**config.mk**
```make
export PLATFORM = sky130hd
export DESIGN_NAME = out_unit
export DESIGN_NICKNAME = d
export VERILOG_FILES = /design/src/rtl/out_unit_pkg.sv /design/src/rtl/out_unit_uart_tx.sv /design/src/rtl/out_unit.sv
export SDC_FILE = /design/constraint.sdc
export NUM_CORES = 1
export LEC_CHECK = 0
export BUFFER_PORTS_ARGS = -buffer_cell sky130_fd_sc_hd__buf_2
export CORE_MARGIN = 2
export CORE_UTILIZATION = 55
export CTS_BUF_LIST = sky130_fd_sc_hd__clkbuf_8
export DETAILED_ROUTE_END_ITERATION = 8
export PLACE_DENSITY = 0.79
export SLEW_MARGIN = 20
export SYNTH_ARGS = -nofsm -noshare
export SYNTH_HDL_FRONTEND = slang
export SYNTH_SLANG_ARGS = --single-unit
```
**constraint.sdc**
```tcl
create_clock -name clk -period 3.3 [get_ports clk]
set_input_delay 0.33 -clock clk [delete_from_list [all_inputs] [get_ports clk]]
set_output_delay 0.33 -clock clk [all_outputs]
set_load 0.005 [all_outputs]
```
**src/rtl/out_unit_pkg.sv**
```systemverilog
// MIX character set constants, FSM state type and the MIX-to-ASCII mapping
// shared by the output unit and its bench.
package mix_charset;
   localparam int MIX_CHAR_W = 6;
   localparam int WORD_W     = 30;
   localparam int ADDR_W     = 12;

   localparam logic [7:0] ASCII_CR = 8'h0D;
   localparam logic [7:0] ASCII_LF = 8'h0A;

   typedef enum logic [2:0] {
      ST_IDLE,
      ST_FETCH,
      ST_SEND,
      ST_EOL,
      ST_DONE
   } out_state_e;

   function automatic logic [7:0] mix2ascii(input logic [MIX_CHAR_W-1:0] c);
      logic [7:0] a;
      a = 8'h3F;
      case (c) inside
         6'd0:            a = 8'h20;
         [6'd1:6'd9]:     a = 8'h40 + {2'b00, c};
         [6'd11:6'd19]:   a = 8'h3F + {2'b00, c};
         [6'd22:6'd29]:   a = 8'h3D + {2'b00, c};
         [6'd30:6'd39]:   a = 8'h12 + {2'b00, c};
         6'd40:           a = 8'h2E;
         6'd41:           a = 8'h2C;
         6'd42:           a = 8'h28;
         6'd43:           a = 8'h29;
         6'd44:           a = 8'h2B;
         6'd45:           a = 8'h2D;
         6'd46:           a = 8'h2A;
         6'd47:           a = 8'h2F;
         6'd48:           a = 8'h3D;
         6'd49:           a = 8'h24;
         6'd50:           a = 8'h3C;
         6'd51:           a = 8'h3E;
         6'd52:           a = 8'h40;
         6'd53:           a = 8'h3B;
         6'd54:           a = 8'h3A;
         6'd55:           a = 8'h27;
         default:         a = 8'h3F;
      endcase
      return a;
   endfunction
endpackage

```
**src/rtl/out_unit_uart_tx.sv**
```systemverilog
// 8N1 UART transmitter, LSB first; ready is high whenever no frame is on the line.
module UartTX #(
   parameter int BAUD_DIV = 104
) (
   input  logic       clk,
   input  logic       reset,
   input  logic       start,
   input  logic [7:0] in,
   output logic       tx,
   output logic       ready
);
   localparam int CW = (BAUD_DIV > 1) ? $clog2(BAUD_DIV) : 1;
   localparam logic [CW-1:0] BAUD_LOAD = CW'(BAUD_DIV - 1);

   logic          active;
   logic [8:0]    frame;
   logic [3:0]    bits_left;
   logic [CW-1:0] baud_cnt;

   // frame holds the data bits followed by the stop bit; tx already carries the start bit
   always_ff @(posedge clk) begin
      if (!reset) begin
         active    <= 1'b0;
         frame     <= '1;
         bits_left <= '0;
         baud_cnt  <= '0;
         tx        <= 1'b1;
      end else if (!active) begin
         if (start) begin
            active    <= 1'b1;
            tx        <= 1'b0;
            frame     <= {1'b1, in};
            bits_left <= 4'd9;
            baud_cnt  <= BAUD_LOAD;
         end
      end else if (baud_cnt != '0) begin
         baud_cnt <= baud_cnt - 1'b1;
      end else if (bits_left == 4'd0) begin
         active <= 1'b0;
      end else begin
         tx        <= frame[0];
         frame     <= {1'b1, frame[8:1]};
         bits_left <= bits_left - 1'b1;
         baud_cnt  <= BAUD_LOAD;
      end
   end

   assign ready = !active;
endmodule

```
**src/rtl/out_unit.sv**
```systemverilog
// MIX output unit: fetches a block of words from the CPU and sends each word as
// five ASCII characters over the UART, optionally followed by CR LF.
//
//  state    | meaning
//  ---------+-------------------------------------------------------------
//  IDLE     | no block in progress, waiting for start
//  FETCH    | request high, waiting for the CPU to load the word
//  SEND     | handing chars 0..4 of the current word to the UART
//  EOL      | handing CR then LF to the UART
//  DONE     | waiting for the UART to drain, then chain or go idle
module out_unit
   import mix_charset::*;
#(
   parameter int BLOCK_WORDS = 16,
   parameter int BAUD_DIV    = 104,
   parameter bit APPEND_EOL  = 1'b1
) (
   input  logic        clk,
   input  logic        reset,
   input  logic        start,
   input  logic [11:0] addressin,
   output logic [11:0] addressout,
   input  logic [29:0] in,
   input  logic        load,
   output logic        request,
   output logic        stop,
   output logic        busy,
   output logic        tx
);
   localparam logic [3:0] LAST_WORD = 4'(BLOCK_WORDS - 1);

   out_state_e  state, state_n;
   logic        busy_n, request_n, stop_n, pending, pending_n, eol_sel, eol_sel_n;
   logic [11:0] addressout_n, next_addr, next_addr_n;
   logic [29:0] word, word_n;
   logic [3:0]  word_cnt, word_cnt_n;
   logic [2:0]  char_cnt, char_cnt_n;
   logic        uart_start, uart_ready;
   logic [7:0]  uart_data;

   always_ff @(posedge clk) begin
      if (!reset) begin
         state      <= ST_IDLE;
         busy       <= 1'b0;
         request    <= 1'b0;
         stop       <= 1'b0;
         addressout <= '0;
         next_addr  <= '0;
         pending    <= 1'b0;
         word       <= '0;
         word_cnt   <= '0;
         char_cnt   <= '0;
         eol_sel    <= 1'b0;
      end else begin
         state      <= state_n;
         busy       <= busy_n;
         request    <= request_n;
         stop       <= stop_n;
         addressout <= addressout_n;
         next_addr  <= next_addr_n;
         pending    <= pending_n;
         word       <= word_n;
         word_cnt   <= word_cnt_n;
         char_cnt   <= char_cnt_n;
         eol_sel    <= eol_sel_n;
      end
   end

   always_comb begin
      state_n      = state;
      busy_n       = busy;
      request_n    = request;
      stop_n       = 1'b0;
      addressout_n = addressout;
      next_addr_n  = next_addr;
      pending_n    = pending;
      word_n       = word;
      word_cnt_n   = word_cnt;
      char_cnt_n   = char_cnt;
      eol_sel_n    = eol_sel;
      uart_start   = 1'b0;
      uart_data    = mix2ascii(word[29:24]);

      // a start while busy queues one follow-on block; further starts are dropped
      if (busy && start && !pending) begin
         pending_n   = 1'b1;
         next_addr_n = addressin;
      end

      case (state)
         ST_IDLE: begin
            if (start) begin
               busy_n       = 1'b1;
               stop_n       = 1'b1;
               addressout_n = addressin;
               word_cnt_n   = '0;
               state_n      = ST_FETCH;
            end
         end
         ST_FETCH: begin
            if (!request) begin
               request_n = 1'b1;
            end else if (load) begin
               word_n       = in;
               request_n    = 1'b0;
               addressout_n = addressout + 1'b1;
               char_cnt_n   = '0;
               state_n      = ST_SEND;
            end
         end
         ST_SEND: begin
            if (uart_ready) begin
               uart_start = 1'b1;
               word_n     = {word[23:0], 6'b000000};
               if (char_cnt == 3'd4) begin
                  eol_sel_n = 1'b0;
                  if (word_cnt < LAST_WORD) begin
                     word_cnt_n = word_cnt + 1'b1;
                     state_n    = ST_FETCH;
                  end else begin
                     state_n = APPEND_EOL ? ST_EOL : ST_DONE;
                  end
               end else begin
                  char_cnt_n = char_cnt + 1'b1;
               end
            end
         end
         ST_EOL: begin
            uart_data = eol_sel ? ASCII_LF : ASCII_CR;
            if (uart_ready) begin
               uart_start = 1'b1;
               if (eol_sel) state_n = ST_DONE;
               else         eol_sel_n = 1'b1;
            end
         end
         ST_DONE: begin
            // a start arriving on the completing cycle chains just like a queued one
            if (uart_ready) begin
               if (pending || start) begin
                  addressout_n = pending ? next_addr : addressin;
                  pending_n    = 1'b0;
                  stop_n       = 1'b1;
                  word_cnt_n   = '0;
                  state_n      = ST_FETCH;
               end else begin
                  busy_n  = 1'b0;
                  state_n = ST_IDLE;
               end
            end
         end
         default: state_n = ST_IDLE;
      endcase
   end

   UartTX #(.BAUD_DIV(BAUD_DIV)) u_uart_tx (
      .clk   (clk),
      .reset (reset),
      .start (uart_start),
      .in    (uart_data),
      .tx    (tx),
      .ready (uart_ready)
   );
endmodule

```
## Word level (Yosys, flattened, before mapping)

Cells that the tools add are included.

- Add/subtract/negate cells: 9
- $lt $le $gt $ge: 9
- Equality and inequality tests: 36
- Multiplexer cells: 97
- Reductions and logical operators: 28

Operators by type and width:

| kind | number |
|---|---|
| 7-bit 2-to-1 mux | 17 |
| 6-bit == test, second input constant | 16 |
| 30-bit 2-to-1 mux | 3 |
| 12-bit 2-to-1 mux | 6 |
| 30-bit one-hot mux with 2 select lines | 1 |
| 8-bit 2-to-1 mux | 6 |
| 4-bit 2-to-1 mux | 10 |
| 3-bit 2-to-1 mux | 13 |
| 9-bit 2-to-1 mux | 4 |
| 12-bit one-hot mux with 3 select lines | 1 |
| 2-bit inequality test, second input constant | 14 |
| 1-bit 2-to-1 mux | 26 |
| 5-bit 2-to-1 mux | 3 |
| 3-bit one-hot mux with 5 select lines | 1 |
| 6-bit by 6-bit adder with 7-bit output, first input constant | 2 |
| 12-bit by 1-bit adder with 12-bit output, second input constant | 1 |
| 6-bit by 5-bit greater-or-equal comparator with 1-bit output, second input constant | 2 |
| 6-bit by 5-bit less-or-equal comparator with 1-bit output, second input constant | 2 |
| 4-bit one-hot mux with 3 select lines | 1 |
| 4-bit AND reduction | 3 |
| 7-bit by 6-bit adder with 8-bit output, first input constant | 1 |
| 8-bit AND reduction | 1 |
| 2-bit nonzero test | 4 |
| 5-bit by 6-bit adder with 7-bit output, first input constant | 1 |
| 30 further kinds | 40 |

- Flip-flop bits (word level): 91
- Input port bits: 46

## Depth between registers and ports, before layout

- Depth in word-level cells: 25
- Depth in mapped cells: 9
- Gate-level depth less buffers: 8

## By module

From an unflattened synthesis, not the netlist that was laid out.

- Cell total of the unflattened synthesis: 702
- Area, all modules: 5283.8 sq um

Modules (own cells, without submodules):

| module | times used | cells each | area an instance (sq um) |
|---|---|---|---|
| out_unit | 1 | 576 | 4232.8 |
| UartTX | 1 | 126 | 1051.0 |

## Worst setup path after synthesis

OpenSTA, ideal clock, no wires.

- Path kind: register -> register
- From: register word[25]
- To: register u_uart_tx.frame[3]
- Library setup time: 0.072 ns
- Data arrival time: 2.115 ns
- Required time: 3.228 ns
- Setup slack: 1.113 ns
- Stages on the path, launching flop included: 9
- Buffers on the path: 1
- Period minus slack after synthesis: 2.187 ns
- Cell sequence: dfxtp_1 -> inv_1 -> ha_1 -> buf_6 -> and4bb_4 -> a2111oi_4 -> or3b_1 -> a221oi_1 -> a2bb2oi_1

- Longest elaborated chain between the ends: 25
- Elaborated cells on any way between the ends: 57
- Those cells by class: 4 x add/sub; 8 x order compare; 16 x eq/ne; 24 x mux; 5 x reduce/logical

Ends and longest elaborated chain:

| item | line | RTL |
|---|---|---|
| start, declared | out_unit.sv:35 | `logic [29:0] word, word_n;` |
| start signal, assigned | out_unit.sv:62 | `word <= word_n;` |
| 6-bit == test | out_unit.sv:82 | `uart_data = mix2ascii(word[29:24]);` |
| 5-bit 2-to-1 mux (3 in a row) | out_unit_pkg.sv:22 | `case (c) inside` |
| 7-bit 2-to-1 mux (13 in a row) | out_unit_pkg.sv:22 |  |
| 8-bit 2-to-1 mux (4 in a row) | out_unit_pkg.sv:22 |  |
| 8-bit 2-to-1 mux (*) | out_unit_pkg.sv:22 |  |
| 8-bit 2-to-1 mux (*) | out_unit.sv:90 | `case (state)` |
| 9-bit 2-to-1 mux (*) | out_unit_uart_tx.sv:29 | `if (start) begin` |
| 9-bit 2-to-1 mux (*) | out_unit_uart_tx.sv:28 | `end else if (!active) begin` |
| end signal, assigned | out_unit_uart_tx.sv:32 | `frame <= {1'b1, in};` |
| end signal, assigned | out_unit_uart_tx.sv:42 | `frame <= {1'b1, frame[8:1]};` |
| end, declared | out_unit_uart_tx.sv:16 | `logic [8:0] frame;` |

Mark *: on every way between the ends. The rest lies on a longest branch, timed or not. The select of a mux whose other input is x is not followed.
A chain may end at the register's enable or synchronous reset.

## Worst setup path after layout

- From: register word[25]
- To: register u_uart_tx.frame[1]

- Longest elaborated chain between the ends: 24
- Elaborated cells on any way between the ends: 55
- Those cells by class: 4 x add/sub; 8 x order compare; 15 x eq/ne; 23 x mux; 5 x reduce/logical

Ends and longest elaborated chain:

| item | line |
|---|---|
| 6-bit == test | out_unit.sv:82 |
| 5-bit 2-to-1 mux (2 in a row) | out_unit_pkg.sv:22 |
| 7-bit 2-to-1 mux (13 in a row) | out_unit_pkg.sv:22 |
| 8-bit 2-to-1 mux (4 in a row) | out_unit_pkg.sv:22 |
| 8-bit 2-to-1 mux (*) | out_unit_pkg.sv:22 |
| 8-bit 2-to-1 mux (*) | out_unit.sv:90 |
| 9-bit 2-to-1 mux (*) | out_unit_uart_tx.sv:29 |
| 9-bit 2-to-1 mux (*) | out_unit_uart_tx.sv:28 |

Marked as above.

==> run summary <==
Counting the fill cells in the layout gives 850. The tree is rooted in a sky130_fd_sc_hd__clkbuf_8. TritonCTS built the clock tree.

For this design, the slowest cell found on the critical path is sky130_fd_sc_hd__a2111oi_4. The first global-routing pass estimated 22,100 µm of wire. The tools report the endpoint type of the worst setup path as a flip-flop. Compared with the post-synthesis result, the final layout area differs by 9.457%. The required arrival time at the worst endpoint was 3.51 ns. The total area inside the core boundary comes to 9196 µm². The final wirelength was 13,230 µm. The family with the most delay on the worst path was compound AO/OA/AOI/OAI gates. The synthesized netlist occupies a cell area of 5186 µm². The congestion estimate from routability-driven global placement came to 0.9326.

The internal power of the cells totals 0.002623 W. For the worst-case setup margin in the final layout, the log shows 0.6950 ns. The H-tree was split into 3 levels.

In the final routed layout, each cell accounts on average for 16.26 µm. Power comes to 0.004630 W. The count of distinct cell types in the synthesized netlist was 74.

The run finished with clean final reports. From bottom edge to top edge, the die measures 101.1 µm. The worst setup path is launched from a flip-flop.

Summed over all cells, the static leakage comes to 2.144 nW. The half-perimeter wire length after placement is 9278 µm. The number of antenna violations at the first check in global routing was 0; the count of synthesis-stage warnings from yosys was 0. The logs give 1802 µm² for the combined flip-flop and latch cell area and 726 for the total nets after synthesis. The largest total area in the synthesized netlist belongs to sky130_fd_sc_hd__dfxtp_1. The most common flop cell mapped by yosys was sky130_fd_sc_hd__dfxtp_1.

Global routing finished with a remaining overflow of 0. The headroom to the max-slew limit came out at 41.17%. The delay contributed by the slowest stage of the critical path was 0.50 ns. The register area share after synthesis is 34.74%, and the number of port buffers is 61. The met1 routing resource usage after global routing is 35.12%, and the number of DRC violations after detailed-routing iteration 0 is 250.

The data arrival time of the critical path came out at 2.82 ns. Most common cell in the synthesized netlist: sky130_fd_sc_hd__nand2_1. The logs give 665 for the instance count of the mapped netlist and 0.7712 ns for the pre-CTS setup slack. In this run the biggest area consumer among cell types represents 34.74% of the synthesized area.

The worst hold margin was 0.2211 ns; the number of enable-type register cells in the synthesized netlist was 0. Once the floorplan was initialized, standard cells occupied 56.39% of the core. Setup repair after global routing left no endpoint under its margin.

Once detail routing completed, the nets flagged for antenna violations numbered 0. For the quantity of hold-fixing buffers added after cts, the log shows 0. The share of post-route cells with drive strength above 1 was 15.65%. The type of the worst min-delay path was input port to flip-flop.

The tools report the final setup violation count as 0. After synthesis, the cell types taking the most area are sky130_fd_sc_hd__dfxtp_1 35%, sky130_fd_sc_hd__nand2_1 8.3%, sky130_fd_sc_hd__nor2_1 5.6%. The tools report the count of maximum capacitance violations as 0. The sequential fraction of design power was 36.8%. For the number of pins exceeding their max-slew limit in the final report, the log shows 0.

The critical path buffer and inverter count works out to 1. The cell row count is 35. In this run the count of I/O pins placed on the die edge is 62.

For this run, global-route usage on met2 was measured as 44.12%. The repair_antennas step left the layout with diodes totalling 0. For the pin with the worst max-slew slack, the measured transition is 0.8791 ns. Of the total power, the clock network draws 16.8%. In the routed design, unresolved DRC markers number 0.

Of the available clock period, the critical path in the final layout requires 78.94%. Combinational cells account for 46.4% of the total power. Summing all multi-input logic gate instances after layout gives 3080 µm².

For this block, the via count after detailed routing is 5,038. For this run, the total global-route usage over all layers was measured as 26.61%. The later pin in the worst-skew pair is clocked with a latency of 0.36 ns. Ranked by instance count, the synthesized netlist is headed by 115 x sky130_fd_sc_hd__nand2_1, 90 x sky130_fd_sc_hd__dfxtp_1, 78 x sky130_fd_sc_hd__nor2_1.

The number of cells upsized or downsized after cts was 0; the via count of the first global-routing pass was 4,700. The post-synthesis average cell area was 7.799 µm². The floorplan step defined a die boundary enclosing 10,220 µm².

The peak ir drop on the vdd network is 0.4109 mV, and the number of storage elements in the synthesis netlist is 90. The final layout contains 760 nets. The vias per cell is 6.189. The analysis attributes to net switching a power of 0.002007 W. The setup TNS came out at 0 ns. In this run the deepest clock path goes through 2 buffers. The number of buffers added by the clock tree synthesis step was 9; the global-route track usage on met3 was 5.340%.

The worst path needs 2.605 ns of the cycle, external delays included. Largest fanout of any net on the critical path: 11. The global routing stage identified its most utilized layer as met2. Entering global routing, the biggest net connects 55 pins. The worst setup path is of the flip-flop to flip-flop kind. The net switching fraction of the power is 43.35%, and the power density normalized to cell area is 815.6 nW/µm².

In this run the horizontal extent of the chip is 101.1 µm. For this design, the sink count on the clock tree is 90. The tools report the total iterations of the first detailed-routing run as 5. The count of final hold-check violations came out at 0. Counting flops with an async set or reset pin after synthesis yields a share of 0%. The clock arrives with 0.01883 ns of skew.

Derived from the worst setup path, the maximum achievable clock frequency is 383.9 MHz. The clock-pin slew on the worst setup and hold paths is 0.10 ns. Once the clock tree was built, the setup fixing pass inserted 0 buffers. Walking the worst path, the cells encountered are inv_1, ha_1, and4bb_4, a2111oi_4, o21bai_4, o21ba_1, a31oi_1, o211ai_1.
==> cells in the final DEF, fill, tap and decap left out, types with 4 or more instances in the layout <==
cell and count:
sky130_fd_sc_hd__inv_1 17, sky130_fd_sc_hd__and3_1 10, sky130_fd_sc_hd__nand2b_1 7, sky130_fd_sc_hd__a311oi_1 28, sky130_fd_sc_hd__nand4_1 6, sky130_fd_sc_hd__a211oi_1 5
sky130_fd_sc_hd__o31ai_1 4, sky130_fd_sc_hd__a21oi_1 53, sky130_fd_sc_hd__o21ai_0 22, sky130_fd_sc_hd__nand2_1 115, sky130_fd_sc_hd__or3b_1 5, sky130_fd_sc_hd__dfxtp_1 90
sky130_fd_sc_hd__a31oi_1 10, sky130_fd_sc_hd__nor2b_1 5, sky130_fd_sc_hd__buf_2 61, sky130_fd_sc_hd__nor3_1 16, sky130_fd_sc_hd__a22oi_1 4, sky130_fd_sc_hd__nand3_1 25
sky130_fd_sc_hd__nor4_1 4, sky130_fd_sc_hd__clkbuf_8 11, sky130_fd_sc_hd__buf_4 7, sky130_fd_sc_hd__nor2_1 78, sky130_fd_sc_hd__o211ai_1 4, sky130_fd_sc_hd__a221oi_1 9
sky130_fd_sc_hd__o21ai_1 6, sky130_fd_sc_hd__ha_1 15, sky130_fd_sc_hd__a21o_1 7
==> layout make-up <==
cell class	count	area share, %
clock buffers	11	2.667
clock inverters	4	0.9037
inverters	18	1.190
multi-input cells	511	54.26
flip-flops and latches	90	31.74
well taps	111	2.447
repair buffers	69	6.789
==> worst paths after layout <==
check	startpoint	endpoint	slack [ns]	cells after the start
min reg2reg	word[1]	word[1]	0.46	2
min	addressin[6]	next_addr[6]	0.22	3
max	word[25]	u_uart_tx.frame[1]	0.70	8
max reg2reg	word[25]	u_uart_tx.frame[1]	0.70	8
==> state kept, by name (all words and copies together), names as in the netlist, 3 cells and up <==
signal / count
char_cnt: 3
state: 3
u_uart_tx.bits_left: 4
u_uart_tx.frame: 8
addressout: 12
word: 30
word_cnt: 4
next_addr: 12
u_uart_tx.baud_cnt: 7
==> power groups by stage <==
stage	registers, W	logic (W)	clock network (W)
global placement	0.00170	0.00205	0
detailed placement	0.00172	0.00209	0
finish	0.00170	0.00215	0.000779
CTS	0.00170	0.00210	0.000789
floorplan	0.00159	0.00173	0
global route	0.00174	0.00241	0.000834
==> metal layers <==
layer,part of all wire [%],wire length [µm],vias to the layer above
li1,-,-,2473
met1,44,5787,2371
met2,49,6447,171
met3,5.7,759,23
met4,1.8,240,0
met5,0,0,-
==> kinds of logic (layout without fill, tap and decap cells) <==
logic type      Yosys count  in the layout  share of synthesized area, %
fa+ha+maj                15             15                         3.619
flops                    90             90                         34.74
compound gates          193            193                         26.80
simple gates            294            294                         27.31
xor+xnor                  5              5                        0.8445
mux                       4              4                        0.8202
buf+inv                  64            102                         5.862
==> worst reg2reg max path, cell delays in order, from the launching register on <==
cell	delay, ns
sky130_fd_sc_hd__dfxtp_1	0.42
sky130_fd_sc_hd__inv_1	0.21
sky130_fd_sc_hd__ha_1	0.41
sky130_fd_sc_hd__and4bb_4	0.27
sky130_fd_sc_hd__a2111oi_4	0.50
sky130_fd_sc_hd__o21bai_4	0.24
sky130_fd_sc_hd__o21ba_1	0.17
sky130_fd_sc_hd__a31oi_1	0.16
sky130_fd_sc_hd__o211ai_1	0.09
==> metrics by stage <==
stage                     std cells  area (µm²)  utilization [%]
final                           814        5677            61.73
after global routing            814        5677            61.73
after global placement          798        5446            59.22
after detailed placement        798        5446            59.22
after floorplan                 665        5186                -
after CTS                       813        5649            61.43
(Power assumes the default switching activity.)
